--- src/rtl/mix_sequencer.sv ---
// mix_sequencer: timed valve sequencer (PRIME -> MIX -> DWELL -> FLUSH -> DONE) for the two-stage diffusion mixer.
// Optional supply-pressure watchdog is compiled in when MIX_SEQ_PRESSURE_CHECK_EN is defined.
module mix_sequencer #(
    parameter int CNT_W = 16,
    parameter int RUN_W = 8
) (
    input  logic             clk,
    input  logic             rst_n,
    input  logic             start,
    input  logic             abort,
    input  logic [CNT_W-1:0] t_prime,
    input  logic [CNT_W-1:0] t_mix,
    input  logic [CNT_W-1:0] t_dwell,
    input  logic [CNT_W-1:0] t_flush,
    input  logic             pressure_ok,
    output logic             valve_soln1,
    output logic             valve_soln2,
    output logic             valve_soln3,
    output logic             valve_out,
    output logic             busy,
    output logic             done,
    output logic             aborted,
    output logic [RUN_W-1:0] run_count
);

    typedef enum logic [2:0] {
        S_IDLE  = 3'd0,
        S_PRIME = 3'd1,
        S_MIX   = 3'd2,
        S_DWELL = 3'd3,
        S_FLUSH = 3'd4,
        S_DONE  = 3'd5
    } state_t;

    localparam logic [CNT_W-1:0] CNT_ONE = {{(CNT_W-1){1'b0}}, 1'b1};
    localparam logic [RUN_W-1:0] RUN_ONE = {{(RUN_W-1){1'b0}}, 1'b1};

    state_t           state_q, state_d;
    state_t           nxt;
    logic [CNT_W-1:0] cnt_q, cnt_d;
    logic [CNT_W-1:0] t_mix_q, t_mix_d;
    logic [CNT_W-1:0] t_dwell_q, t_dwell_d;
    logic [CNT_W-1:0] t_flush_q, t_flush_d;
    logic [RUN_W-1:0] run_q, run_d;
    logic             v1_q, v1_d;
    logic             v2_q, v2_d;
    logic             v3_q, v3_d;
    logic             vo_q, vo_d;
    logic             busy_q, busy_d;
    logic             done_q, done_d;
    logic             aborted_q, aborted_d;
    logic             in_run;
    logic             fault;

    // First phase after 'after' whose duration is nonzero; DONE when all remaining are zero.
    function automatic state_t first_phase(input state_t after,
                                           input logic [CNT_W-1:0] p,
                                           input logic [CNT_W-1:0] m,
                                           input logic [CNT_W-1:0] d,
                                           input logic [CNT_W-1:0] f);
        state_t r;
        r = S_DONE;
        case (after)
            S_IDLE: begin
                if (p != '0)      r = S_PRIME;
                else if (m != '0) r = S_MIX;
                else if (d != '0) r = S_DWELL;
                else if (f != '0) r = S_FLUSH;
            end
            S_PRIME: begin
                if (m != '0)      r = S_MIX;
                else if (d != '0) r = S_DWELL;
                else if (f != '0) r = S_FLUSH;
            end
            S_MIX: begin
                if (d != '0)      r = S_DWELL;
                else if (f != '0) r = S_FLUSH;
            end
            S_DWELL: begin
                if (f != '0)      r = S_FLUSH;
            end
            default: r = S_DONE;
        endcase
        return r;
    endfunction

    function automatic logic [CNT_W-1:0] load_value(input state_t s,
                                                    input logic [CNT_W-1:0] p,
                                                    input logic [CNT_W-1:0] m,
                                                    input logic [CNT_W-1:0] d,
                                                    input logic [CNT_W-1:0] f);
        logic [CNT_W-1:0] r;
        case (s)
            S_PRIME: r = p - CNT_ONE;
            S_MIX:   r = m - CNT_ONE;
            S_DWELL: r = d - CNT_ONE;
            S_FLUSH: r = f - CNT_ONE;
            default: r = '0;
        endcase
        return r;
    endfunction

    assign in_run = (state_q == S_PRIME) || (state_q == S_MIX) ||
                    (state_q == S_DWELL) || (state_q == S_FLUSH);

`ifdef MIX_SEQ_PRESSURE_CHECK_EN
    // Two consecutive low samples in a flowing phase are treated as an abort; DWELL has no flow.
    logic low_q, low_d;

    always_comb begin
        low_d = ((state_q == S_PRIME) || (state_q == S_MIX) || (state_q == S_FLUSH)) && !pressure_ok;
        fault = low_d && low_q;
    end

    always_ff @(posedge clk or negedge rst_n) begin
        if (!rst_n) begin
            low_q <= 1'b0;
        end else begin
            low_q <= low_d;
        end
    end
`else
    logic unused_pressure_ok;
    assign unused_pressure_ok = pressure_ok;
    assign fault = 1'b0;
`endif

    always_comb begin
        state_d   = state_q;
        cnt_d     = cnt_q;
        t_mix_d   = t_mix_q;
        t_dwell_d = t_dwell_q;
        t_flush_d = t_flush_q;
        run_d     = run_q;
        nxt       = S_DONE;

        case (state_q)
            S_IDLE: begin
                if (start && !abort) begin
                    t_mix_d   = t_mix;
                    t_dwell_d = t_dwell;
                    t_flush_d = t_flush;
                    nxt       = first_phase(S_IDLE, t_prime, t_mix, t_dwell, t_flush);
                    state_d   = nxt;
                    cnt_d     = load_value(nxt, t_prime, t_mix, t_dwell, t_flush);
                end
            end
            S_PRIME, S_MIX, S_DWELL, S_FLUSH: begin
                if (abort || fault) begin
                    state_d = S_IDLE;
                    cnt_d   = '0;
                end else if (cnt_q == '0) begin
                    nxt     = first_phase(state_q, '0, t_mix_q, t_dwell_q, t_flush_q);
                    state_d = nxt;
                    cnt_d   = load_value(nxt, '0, t_mix_q, t_dwell_q, t_flush_q);
                end else begin
                    cnt_d = cnt_q - CNT_ONE;
                end
            end
            S_DONE: begin
                state_d = S_IDLE;
                cnt_d   = '0;
            end
            default: begin
                state_d = S_IDLE;
                cnt_d   = '0;
            end
        endcase

        // DONE is only ever one cycle long, so entering it is the completion event.
        if (state_d == S_DONE) begin
            run_d = run_q + RUN_ONE;
        end

        v1_d      = (state_d == S_MIX);
        v2_d      = (state_d == S_PRIME) || (state_d == S_MIX) || (state_d == S_FLUSH);
        v3_d      = (state_d == S_MIX);
        vo_d      = (state_d == S_MIX) || (state_d == S_FLUSH);
        busy_d    = (state_d == S_PRIME) || (state_d == S_MIX) ||
                    (state_d == S_DWELL) || (state_d == S_FLUSH);
        done_d    = (state_d == S_DONE);
        aborted_d = in_run && (abort || fault);
    end

    always_ff @(posedge clk or negedge rst_n) begin
        if (!rst_n) begin
            state_q   <= S_IDLE;
            cnt_q     <= '0;
            t_mix_q   <= '0;
            t_dwell_q <= '0;
            t_flush_q <= '0;
            run_q     <= '0;
            v1_q      <= 1'b0;
            v2_q      <= 1'b0;
            v3_q      <= 1'b0;
            vo_q      <= 1'b0;
            busy_q    <= 1'b0;
            done_q    <= 1'b0;
            aborted_q <= 1'b0;
        end else begin
            state_q   <= state_d;
            cnt_q     <= cnt_d;
            t_mix_q   <= t_mix_d;
            t_dwell_q <= t_dwell_d;
            t_flush_q <= t_flush_d;
            run_q     <= run_d;
            v1_q      <= v1_d;
            v2_q      <= v2_d;
            v3_q      <= v3_d;
            vo_q      <= vo_d;
            busy_q    <= busy_d;
            done_q    <= done_d;
            aborted_q <= aborted_d;
        end
    end

    assign valve_soln1 = v1_q;
    assign valve_soln2 = v2_q;
    assign valve_soln3 = v3_q;
    assign valve_out   = vo_q;
    assign busy        = busy_q;
    assign done        = done_q;
    assign aborted     = aborted_q;
    assign run_count   = run_q;

endmodule

--- config.mk ---
export PLATFORM = sky130hd
export DESIGN_NAME = mix_sequencer
export DESIGN_NICKNAME = d
export VERILOG_FILES = /design/src/rtl/mix_sequencer.sv
export SDC_FILE = /design/constraint.sdc
export NUM_CORES = 1
export LEC_CHECK = 0
export BUFFER_PORTS_ARGS = -buffer_cell sky130_fd_sc_hd__buf_2
export CORE_UTILIZATION = 40
export CTS_BUF_LIST = sky130_fd_sc_hd__clkbuf_4
export DETAILED_ROUTE_END_ITERATION = 7
export PLACE_DENSITY = 0.59
export SETUP_SLACK_MARGIN = 0.05
export SYNTH_ARGS = -nofsm -noshare
export SYNTH_HDL_FRONTEND = slang
export SYNTH_SLANG_ARGS = --single-unit
--- constraint.sdc ---
create_clock -name clk -period 5.19 [get_ports clk]
set_input_delay 0.7785 -clock clk [delete_from_list [all_inputs] [get_ports clk]]
set_output_delay 0.7785 -clock clk [all_outputs]
set_load 0.02 [all_outputs]
After elaboration in Yosys (flattened, before gate mapping)
Index checks and enable logic that the tools add are counted.
{ "word_totals": {"output_inout_bits": 15, "input_bits": 69, "word_cells": 85, "regBits": 81} }
{ "op_classes": {"n_eq_ne": 18, "n_mux": 23, "reduce_logical": 23, "add_sub_neg": 9} }
{ "ops": {"columns": ["op", "count"], "rows": [
  ["$pmux W16 S4", 2],
  ["$sub A16 B1 Y16 const B", 8],
  ["$reduce_bool A16 Y1", 7],
  ["$mux W16", 3],
  ["$mux W3", 13],
  ["$pmux W16 S2", 1],
  ["$eq A3 B2 Y1 const B", 8],
  ["$logic_not A16 Y1", 1],
  ["$eq A3 B3 Y1 const B", 5],
  ["$eq A3 B1 Y1 const B", 4],
  ["$pmux W3 S3", 1],
  ["$add A8 B1 Y8 const B", 1],
  ["$logic_or A1 B1 Y1", 8],
  ["$pmux W3 S2", 1],
  ["$reduce_or A4 Y1", 1],
  ["$logic_not A3 Y1", 1],
  ["$logic_and A1 B1 Y1", 2],
  ["$mux W1", 2],
  ["$ne A2 B2 Y1 const B", 1],
  ["$reduce_and A2 Y1", 1],
  ["$reduce_or A2 Y1", 1],
  ["$logic_not A1 Y1", 1]
]} }

Longest topological paths before layout
Gate-level depths: netlist of run 1.
{ "depth": {"depth_word": 15, "mapped_depth": 14, "mapped_depth_nobuf": 12} }

Worst setup path before layout of run 1
OpenSTA, ideal clock, no wires.
{ "synth_timing": {"path_type": "in2reg", "from": "in t_prime[10]", "to": "reg cnt_q[7]", "arrival_time_ps": 2839, "stages": 9, "setup_ps": 139, "required_time_ps": 5051, "n_path_buf": 0, "slack_ps": 2212, "cell_sequence": "nor4_1 -> nand4_2 -> nor4_4 -> a221oi_2 -> nand2_1 -> nor3_1 -> mux2_1 -> a21oi_1 -> o221ai_1"} }
{ "synth_via": {"elab_chain_len": 8, "word_cells_on_any_way": 11, "classes_between": "eq/ne (4); mux (6); reduce/logical (1)"} }
{ "synth_rtl": {"columns": ["element", "line_no", "rtl"], "rows": [
  ["from (decl)", "11", "input logic [CNT_W-1:0] t_prime,"],
  ["$reduce_bool A16 Y1 *", "65", "if (p != '0) r = S_PRIME;"],
  ["$mux W3 *", "65", null],
  ["$mux W3 *", "139", "if (start && !abort) begin"],
  ["$mux W3 *", "137", "case (state_q)"],
  ["$eq A3 B3 Y1 (tied with other cells)", "93", "case (s)"],
  ["$pmux W16 S4 *", "93", null],
  ["$mux W16 *", "139", null],
  ["$pmux W16 S2 *", "137", null],
  ["to (signal assigned)", "202", "cnt_q <= cnt_d;"],
  ["to (decl)", "40", "logic [CNT_W-1:0] cnt_q, cnt_d;"]
]} }
Every way passes the cells marked *; elsewhere a longest branch is shown, timed or not. The select of a mux whose other input is x is not followed.
A chain may end at the register's enable or synchronous reset.

Worst setup path in the final report of run 1
{ "layout_timing": {"from": "reg t_dwell_q[3]", "to": "reg cnt_q[2]"} }
{ "layout_via": {"elab_chain_len": 12, "word_cells_on_any_way": 15, "classes_between": "eq/ne (4); mux (10); reduce/logical (1)"} }
{ "layout_rtl": {"columns": ["element", "line_no", "rtl"], "rows": [
  ["from (decl)", "42", "logic [CNT_W-1:0] t_dwell_q, t_dwell_d;"],
  ["from (signal assigned)", "204", "t_dwell_q <= t_dwell_d;"],
  ["$reduce_bool A16 Y1 *", "67, 72, 76", null],
  ["$mux W3 *", "76", "if (d != '0) r = S_DWELL;"],
  ["$mux W3", "71", "if (m != '0) r = S_MIX;"],
  ["$pmux W3 S3 *", "63", "case (after)"],
  ["$mux W3 *", "152", "end else if (cnt_q == '0) begin"],
  ["$mux W3 *", "149", "if (abort || fault) begin"],
  ["$mux W3 *", "137", null],
  ["$eq A3 B3 Y1 (tied with other cells)", "93", null],
  ["$pmux W16 S4 *", "93", null],
  ["$mux W16 *", "152", null],
  ["$mux W16 *", "149", null],
  ["$pmux W16 S2 *", "137", null]
]} }
Marks and branches as above.

==> results.yml, run 1 <==
sta:
  finalCriticalPeriod_ps: 3680
  rsz0062_at_grt: "no"
  fmax_ghz: 0.272
  worst_slew_pin_slew_ps: 1050
  slew_headroom_pct: 29.8
  tns_ps: 0
  setup_viol_count_final: 0
  finClkSkew_ps: 18.6
  period_share_pct: 70.9
  slew_violations: 0
  hold_viol: 0
yosys:
  synth.area.top_cells: "dfrtp_1, mux2_2, nand2_1, nor4_1, xor2_1"
  syn_area_sq_um: 5300
  yosysSeqAreaShare_pct: 38.2
  synth_top_area_share_pct: 38.2
  syn_nets: 613
  yosysMostFrequentCell: "dfrtp_1"
  ys.warnings.count: 0
  ys.flop_type: "dfrtp_1"
  synth_edf_count: 0
  ys_seq_elements: 81
  synth.distinct_cells: 73
  yosys-top-cells-count: "dfrtp_1, nand2_1, mux2_2"
  avgSynthCellArea_sq_um: 9.81
  synth_top_area_cell: "dfrtp_1"
  async_flop_share_pct: 100
  synth_cells: 540
power:
  p_sw_share_pct: 33.5
  p_clk_share_pct: 25.4
  peakVddDrop_mv: 0.189
  pwr-share-seq_pct: 48.5
  p_sw_mw: 0.574
  p_leak_nw: 2.60
  power_density_nw_per_um2: 286
  p_int_mw: 1.14
  comb_power_share_pct: 26.1
placement:
  portBuffers: 82
  gp_congestion: 0.899
  post-dp-hpwl_microns: 12500
detailed_routing:
  drt-total-wl_microns: 16000
  drc: 0
  wl_per_cell_microns: 20.2
  drt_iter0_drc: 284
  ant_nets: 0
  viasPerCell: 6.03
  dr.pass1.iters: 5
  vias: 4786
floorplanning:
  pin_count: 84
  initial_utilization_pct: 41.5
  core-area_sq_um: 12800
  die_h_microns: 117
  die_area_sq_um: 13700
  die_w_microns: 117
  placementRows: 41
cells_and_area:
  layout-drive-gt1-share_pct: 29.1
  diodes: 0
  postLayoutCoreUtil_pct: 47.0
  final_nets: 690
  area_growth_pct: 13.3
clock_tree:
  cts_resized: 0
  clkLatencyLatePin_ps: 470
  cts.clk_slew.worst_paths_ps: 130
  cts_root_buf: "clkbuf_4"
  numCtsBuffers: 9
  cts_tree: "built"
  clockBufferDepth: 2
  cts_max_level: 3
  cts_setup_buffers: 0
  clock-sinks: 81
  ctsHoldBuffers: 0
worst_setup_path:
  cp-end-kind: "flip-flop"
  cp.arrival_ps: 4050
  critPathMaxFanout: 19
  critPathKind: "flip-flop to flip-flop"
  required_ps: 5560
  cp-start-kind: "flip-flop"
global_route:
  grt-ovfl-total: 0
  antenna_found_initial: 0
  track_usage_pct: 24.9
  grt_pass1_vias: 4547
  grt_max_degree: 82
  grt_pass1_wl_microns: 25100
worst_hold_path:
  hp-class: "primary input to async pin"
job:
  maxCapViolCount: 0
run_status:
  status: "finished, final reports clean"
worst max-delay path: stages, from the launching register on:
cell	delay, ps
dfrtp_1	430
nor4_1	670
a41oi_2	190
buf_4	260
o211ai_2	660
o2bb2ai_1	240
inv_1	110
ha_1	270
inv_1	120
xnor2_1	120
a21oi_1	90
nor3_1	160
a21oi_1	60
o21ai_0	200
worst paths after layout:
check | startpoint | endpoint | slack [ps] | cells past startpoint
worst max-delay path | t_dwell_q[3] | cnt_q[2] | 1510 | 13
worst min-delay path | rst_n | t_mix_q[7] | 460 | 1
worst max register to register | t_dwell_q[3] | cnt_q[2] | 1510 | 13
worst min register to register | run_count[7] | run_count[7] | 470 | 1
max in group asynchronous | rst_n | t_dwell_q[2] | 4020 | 1
min in group clk | run_count[7] | run_count[7] | 470 | 1
layer usage:
layer  wire [microns]  share of wire, %  up-vias  track usage, %
met2             7280                45      172            38.1
met1             7370                46     2354            34.5
li1                 -                 -     2231               -
met3              832               5.2       29            3.60
met4              566               3.5        0            12.8
met5                0                 0        -               0
stage by stage:
stage / hold WS (ps) / instances / setup WS (ps) / power (mW) / instance area, sq um
after floorplan: 471 / 540 / 2210 / 1.12 / 5300
after global placement: 456 / 778 / 1350 / 1.27 / 5840
after detailed placement: 451 / 778 / 1300 / 1.28 / 5840
after CTS: 477 / 794 / 1590 / 1.72 / 6000
after global routing: 520 / 794 / 1270 / 1.80 / 6000
final: 457 / 794 / 1510 / 1.71 / 6000
area by class of cell:
class / count / area, sq um
Clock buffer: 11 / 82.6
Clock inverter: 5 / 80.1
Fill cell: 1226 / 6770
Inverter: 9 / 33.8
Multi-Input combinational cell: 432 / 3140
Sequential cell: 81 / 2030
Tap cell: 172 / 215
Timing Repair Buffer: 84 / 428
layout by cell type, fill, tap and decap left out, types with 3 or more instances in the layout:
master      n
or2_2       3
a221oi_2    3
o2bb2ai_1  13
ha_1        4
a211o_1     5
nand2_2     3
nand3_1    11
o21ai_0    21
nand2_1    54
and4_1      5
xor2_1     19
mux2i_1    16
clkbuf_4   11
dfrtp_1    81
nor2_1     39
mux2_2     48
nand4_2     3
nand4_1     8
nor4_2      3
and2_1      3
nor3_1     17
a22oi_1     7
a31oi_1     4
nor4_1     31
buf_2      81
a21o_1      5
xnor2_1    13
inv_1       8
buf_4       3
or3_1       5
o211ai_1    9
a221oi_1    6
a2111oi_0   3
o31ai_1     3
a2bb2oi_1   3
a21oi_1    20
cells by family (layout without fill, tap and decap cells):
family | Yosys count | count (layout) | synth area share (%)
and+or+nand+nor | 205 | 205 | 21.7
AOI/OAI and AO/OA | 126 | 126 | 17.6
DFF | 81 | 81 | 38.2
muxes | 65 | 65 | 13.4
xor gates and xnor gates | 32 | 32 | 5.29
buffers and inverters | 27 | 109 | 2.76
adders and majority gates | 4 | 4 | 0.944
power by group through the flow:
stage	clock network [mW]	logic [mW]	registers, mW
after global routing	0.465	0.490	0.845
after global placement	0	0.435	0.837
after CTS	0.446	0.443	0.829
after floorplan	0	0.305	0.816
after detailed placement	0	0.441	0.843
final	0.436	0.448	0.831
state kept, by name, indices dropped and copies added (netlist names):
name         cells
aborted          1
busy             1
cnt_q           16
done             1
run_count        8
state_q          3
t_dwell_q       16
t_flush_q       16
t_mix_q         16
valve_out        1
valve_soln2      1
valve_soln3      1
Note: power is estimated with default switching activity, not from simulation.
==> run 2: changes to the inputs <==
--- a/config.mk
+++ b/config.mk
@@ -5,11 +5,12 @@
 export SDC_FILE = /design/constraint.sdc
 export NUM_CORES = 1
 export LEC_CHECK = 0
+export ABC_AREA = 1
 export BUFFER_PORTS_ARGS = -buffer_cell sky130_fd_sc_hd__buf_2
 export CORE_UTILIZATION = 40
 export CTS_BUF_LIST = sky130_fd_sc_hd__clkbuf_4
 export DETAILED_ROUTE_END_ITERATION = 7
-export PLACE_DENSITY = 0.59
+export PLACE_DENSITY = 0.58
 export SETUP_SLACK_MARGIN = 0.05
 export SYNTH_ARGS = -nofsm -noshare
 export SYNTH_HDL_FRONTEND = slang
==> constraint.sdc (replaced) <==
create_clock -name clk -period 3.5 [get_ports clk]
set_input_delay 0.525 -clock clk [delete_from_list [all_inputs] [get_ports clk]]
set_output_delay 0.525 -clock clk [all_outputs]
set_load 0.02 [all_outputs]
==> run 2 against run 1 <==
Routed wire length rose by 20%. Setup slack got worse by 950 ps. Non-clock buffer count rose by 13. First-iteration DRC count rose by 57%. Maximum frequency rose by 25%. Utilization down 0.10 points. Die area increased by 16%. Synthesized cell count rose by 72%. Register-to-register slack got worse by 950 ps. Clock-buffer cell count is 1 higher. Final area grew 15%. Sequential share of layout area shrank 4.5 points. Critical path type unchanged. Critical endpoint is now cnt_q[6]. Largest cell class unchanged.
==> results.yml, run 2 <==
cells_and_area:
  postLayoutCoreUtil_pct: 46.9
  layout-drive-gt1-share_pct: 19.1
  final_cell_mix: "nand2_1, nor2_1, inv_1, dfrtp_1, buf_2"
  final_nets: 1086
  fillers: 1584
  fin_area_sq_um: 6920
  area_growth_pct: 12.7
  stdcell_count: 1203
  mostFrequentLayoutCell: "nand2_1"
yosys:
  synth_top_area_cell: "dfrtp_1"
  yosysMostFrequentCell: "nand2_1"
  syn_nets: 1002
  synthMuxAreaShare_pct: 0
  avgSynthCellArea_sq_um: 6.61
  ys_seq_elements: 81
  ys.warnings.count: 0
  synth.distinct_cells: 46
  synth.area.top_cells: "dfrtp_1, nand2_1, nor2_1, inv_1, nand3_1"
  ys.flop_type: "dfrtp_1"
  synth-simple-area-share_pct: 44.3
  synth_top_area_share_pct: 33.0
  synth_edf_count: 0
  yosysSeqAreaShare_pct: 33.0
  yosys-top-cells-count: "nand2_1, nor2_1, inv_1"
  synth_cells: 929
  async_flop_share_pct: 100
  synth_top_family_by_area: "simple AND/OR/NAND/NOR gates"
  synthXorXnorAreaFrac_pct: 3.14
  synth_compound_area_share_pct: 9.85
  yosys.area_share.adder_pct: 0.815
  syn_area_sq_um: 6140
placement:
  gp_congestion: 0.933
  dp.cells: 1186
  pre_cts_ws_ps: 316
  placed_area_sq_um: 6760
  post-dp-hpwl_microns: 15400
  portBuffers: 82
clock_tree:
  cts_resized: 0
  cts_tree: "built"
  cts_max_level: 3
  ctsHoldBuffers: 0
  clkLatencyLatePin_ps: 490
  clock-sinks: 81
  numCtsBuffers: 9
  cts.clk_slew.worst_paths_ps: 150
  cts_root_buf: "clkbuf_4"
  cts_setup_buffers: 0
  clockBufferDepth: 2
detailed_routing:
  viasPerCell: 5.10
  wl_met1_microns: 9100
  dr.pass1.iters: 7
  drt_iter0_drc: 447
  wl_met2_microns: 8490
  ant_nets: 0
  vias: 6133
  routed.top_layer: "met4"
  wl_met3_microns: 1290
  drc: 0
  drt-total-wl_microns: 19300
  wl_per_cell_microns: 16.0
run_status:
  status: "finished, final reports clean"
power:
  p_int_mw: 1.63
  power_mw: 2.59
  p_leak_nw: 3.52
  pwr-share-seq_pct: 46.7
  p_sw_share_pct: 36.9
  comb_power_share_pct: 27.8
  p_sw_mw: 0.954
  peakVddDrop_mv: 0.192
  power_density_nw_per_um2: 374
  p_clk_share_pct: 25.5
global_route:
  grt_pass1_wl_microns: 31000
  antenna_found_initial: 1
  track_usage_pct: 25.8
  grt_max_degree: 72
  grt-ovfl-total: 0
  grt_pass1_vias: 5784
worst_hold_path:
  hp-class: "primary input to async pin"
sta:
  whs_ps: 170
  slew_violations: 0
  hold_viol: 0
  rsz0062_at_grt: "no"
  finalCriticalPeriod_ps: 2940
  tns_ps: 0
  setup_viol_count_final: 0
  finClkSkew_ps: 26.4
  slew_headroom_pct: 37.5
  worst_slew_pin_slew_ps: 938
  period_share_pct: 84.1
  fmax_ghz: 0.340
  worst_slack_ps: 556
worst_setup_path:
  required_ps: 3890
  cp-start-kind: "flip-flop"
  cp.arrival_ps: 3330
  critPathKind: "flip-flop to flip-flop"
  critPathMaxFanout: 6
  cp-end-kind: "flip-flop"
floorplanning:
  die_h_microns: 126
  initial_utilization_pct: 41.6
  die_area_sq_um: 15800
  die_w_microns: 126
  placementRows: 44
  pin_count: 84
  core-area_sq_um: 14800
job:
  maxCapViolCount: 0
==> run 2: cell type report <==
cell class / instances / area [sq um] / share of cell area (%)
timing repair buffer: 97 / 526 / 7.59
clock buffer: 12 / 90.1 / 1.30
inverter: 108 / 407 / 5.88
tap: 184 / 230 / 3.33
antenna: 1 / 2.50 / 0.0362
multi-input combinational: 716 / 3570 / 51.6
clock inverter: 4 / 67.6 / 0.976
sequential: 81 / 2030 / 29.3
==> run 2: routing by layer <==
metal / GRT usage [%] / vias up
met5: 0 / -
met4: 8.65 / 0
met3: 5.31 / 26
met2: 39.8 / 202
met1: 35.9 / 2770
li1: - / 3135
==> run 2: logic make-up after synthesis <==
family,count (synthesis)
AO/OA/AOI/OAI,103
flip-flops,81
adder cells (fa/ha/maj),4
buffers and inverters,132
XOR/XNOR,22
AND/OR/NAND/NOR,587
==> run 2: path summary, 6_finish.rpt <==
kind | depth (start not counted) | endpoint | startpoint | slack, ps
max | 21 | cnt_q[6] | t_mix_q[10] | 560
min | 1 | t_flush_q[12] | rst_n | 170
max reg2reg | 21 | cnt_q[6] | t_mix_q[10] | 560
min reg2reg | 1 | run_count[7] | run_count[7] | 490
max in group asynchronous | 2 | aborted | rst_n | 2590
min in group clk | 3 | t_flush_q[1] | t_flush[1] | 290
==> run 2: worst max-delay path, cell delays in order, from the launching register on <==
cell and delay [ps]:
dfrtp_1 420, nor2_1 130, nand2_1 70, nor2_1 260, nand2_1 80, nand2_1 80, nand2_2 110, clkinv_2 100
nand3_4 120, nand2_2 140, nor2_1 60, nor2_2 150, ha_1 230, nand3_2 170, nor2_1 210, nand2_1 80
nand3_1 100, nand2_1 80, nand2_1 70, o21ai_1 60, nand2_1 60, o21ai_1 60
==> run 2: power by group through the flow <==
stage	Sequential, mW	Combinational [mW]	Clock (mW)
after global placement	1.22	0.710	0
after global routing	1.23	0.828	0.711
after CTS	1.20	0.721	0.676
after detailed placement	1.22	0.717	0
final	1.21	0.718	0.661
after floorplan	1.18	0.498	0
==> run 3: changes to the inputs <==
--- a/config.mk
+++ b/config.mk
@@ -5,12 +5,12 @@
 export SDC_FILE = /design/constraint.sdc
 export NUM_CORES = 1
 export LEC_CHECK = 0
-export ABC_AREA = 1
+export ABC_AREA = 0
 export BUFFER_PORTS_ARGS = -buffer_cell sky130_fd_sc_hd__buf_2
 export CORE_UTILIZATION = 40
 export CTS_BUF_LIST = sky130_fd_sc_hd__clkbuf_4
 export DETAILED_ROUTE_END_ITERATION = 7
-export PLACE_DENSITY = 0.58
+export PLACE_DENSITY = 0.61
 export SETUP_SLACK_MARGIN = 0.05
 export SYNTH_ARGS = -nofsm -noshare
 export SYNTH_HDL_FRONTEND = slang
==> constraint.sdc (replaced) <==
create_clock -name clk -period 2.58 [get_ports clk]
set_input_delay 0.387 -clock clk [delete_from_list [all_inputs] [get_ports clk]]
set_output_delay 0.387 -clock clk [all_outputs]
set_load 0.02 [all_outputs]
==> run 3 against run 2 <==
The run now ends with setup timing left. Combinational power rose to 2.7 times the previous value. Worst hold slack gained 12 ps. Final cell count decreased by 12%.
==> results.yml, run 3 (same netlist as run 1, synthesis figures left out) <==
detailed_routing:
  ant_nets: 0
  drt_iter0_drc: 381
  dr.pass1.iters: 5
  viasPerCell: 5.70
  wl_per_cell_microns: 19.6
  drt-total-wl_microns: 20900
  drc: 0
  vias: 6058
cells_and_area:
  postLayoutCoreUtil_pct: 69.8
  diodes: 0
  area_growth_pct: 68.2
  final_nets: 958
  final_cell_mix: "buf_4, dfrtp_1, buf_2, nand2_1, mux2_2"
  fin_area_sq_um: 8920
  stdcell_count: 1062
  layout-drive-gt1-share_pct: 59.6
  mostFrequentLayoutCell: "buf_4"
global_route:
  grt_pass1_vias: 6057
  grt-ovfl-total: 0
  grt_max_degree: 47
  grt_pass1_wl_microns: 32400
  antenna_found_initial: 0
  track_usage_pct: 31.8
sta:
  finalCriticalPeriod_ps: 2910
  hold_viol: 0
  fmax_ghz: 0.344
  finClkSkew_ps: 11.5
  worst_slack_ps: -327
  slew_headroom_pct: 48.1
  slew_violations: 0
  setup_viol_count_final: 17
  worst_slew_pin_slew_ps: 775
  rsz0062_at_grt: "yes"
  tns_ps: -3900
  period_share_pct: 113
clock_tree:
  numCtsBuffers: 9
  cts_tree: "built"
  clock-sinks: 81
  cts_root_buf: "clkbuf_4"
  clockBufferDepth: 2
  cts_max_level: 3
  clkLatencyLatePin_ps: 470
  cts.clk_slew.worst_paths_ps: 140
job:
  maxCapViolCount: 0
floorplanning:
  initial_utilization_pct: 41.5
  die_h_microns: 117
  core-area_sq_um: 12800
  placementRows: 41
  die_area_sq_um: 13700
  die_w_microns: 117
  pin_count: 84
placement:
  post-dp-hpwl_microns: 15500
  placed_area_sq_um: 7660
  dp.cells: 1012
  portBuffers: 82
  gp_congestion: 0.927
  pre_cts_ws_ps: -544
power:
  p_leak_nw: 4.08
  power_density_nw_per_um2: 499
  peakVddDrop_mv: 0.451
worst_setup_path:
  cp-start-kind: "flip-flop"
  required_ps: 2940
  critPathMaxFanout: 7
  cp-end-kind: "flip-flop"
  critPathKind: "flip-flop to flip-flop"
  cp.arrival_ps: 3270
run_status:
  status: "complete, but fails checks"
  failed_checks: "setup timing"
worst_hold_path:
  hp-class: "primary input to flip-flop"
run 3: cell count changes in the layout (fill, tap and decap cells not counted), moves of 10 or more:
cell,before,now
inv_1,94,3
nor2_1,107,36
mux2i_4,0,10
o21ai_0,54,14
nand3_2,15,2
mux2_2,0,48
nand2_1,320,51
o2bb2ai_4,0,11
buf_6,0,17
nor4_1,5,18
nand3_1,64,8
buf_4,16,248
nand4_1,22,8
nor2_2,13,1
run 3: worst paths after layout:
kind / from / end / slack (ps) / depth (start not counted)
worst max-delay path: t_dwell_q[11] / cnt_q[6] / -330 / 13
worst min-delay path: abort / aborted / 180 / 2
worst max register to register: t_dwell_q[11] / cnt_q[6] / -330 / 13
worst min register to register: run_count[7] / run_count[7] / 490 / 1
max in group asynchronous: rst_n / t_dwell_q[13] / 1570 / 3
min in group asynchronous: rst_n / cnt_q[2] / 390 / 2
run 3: what timing repair did:
item,4_1_cts,5_1_grt
gates resized for setup,110,39
setup endpoints to repair,20,27
hold buffers,1,0
endpoints found under the hold margin,35,0
gates cloned,1,0
setup buffers,21,14
pin swaps,45,35
run 3: layout make-up:
type,instances,area [sq um]
clock buffers,10,75.1
flip-flops and latches,81,2030
fillers,905,3860
clock inverters,6,67.6
multi-input cells,432,3930
inverters,9,36.3
well taps,172,215
repair buffers,352,2560
run 3: critical path, stage by stage, from the launching register on:
cell and delay (ps):
dfrtp_1 420, nor4_2 300, buf_4 180, a41oi_4 150, buf_6 180, o211ai_4 350
buf_12 180, o2bb2ai_4 140, inv_2 70, ha_4 210, a31oi_1 270, o31ai_2 110
a21oi_1 160, o22ai_1 80
run 3: report_power, final:
group	leakage, nW	total [mW]	internal, mW	switching, mW
sequential	0.998	1.67	1.47	0.198
combinational	3.01	1.97	1.09	0.878
clock	0.0783	0.806	0.311	0.495
total	4.08	4.45	2.88	1.57
run 3: metal layers:
| metal | vias up | wire, microns | track usage (%) |
|---|---|---|---|
| li1 | 2775 | - | - |
| met1 | 2970 | 8760 | 41.3 |
| met2 | 255 | 10200 | 53.6 |
| met3 | 58 | 1210 | 5.36 |
| met4 | 0 | 707 | 11.4 |
| met5 | - | 0 | 0 |
run 3: metrics by stage:
stage	power [mW]	hold slack, ps
2_1_floorplan	2.26	91.4
3_3_place_gp	3.09	378
3_5_place_dp	3.15	376
4_1_cts	4.26	153
5_1_grt	4.64	177
6_report	4.45	182
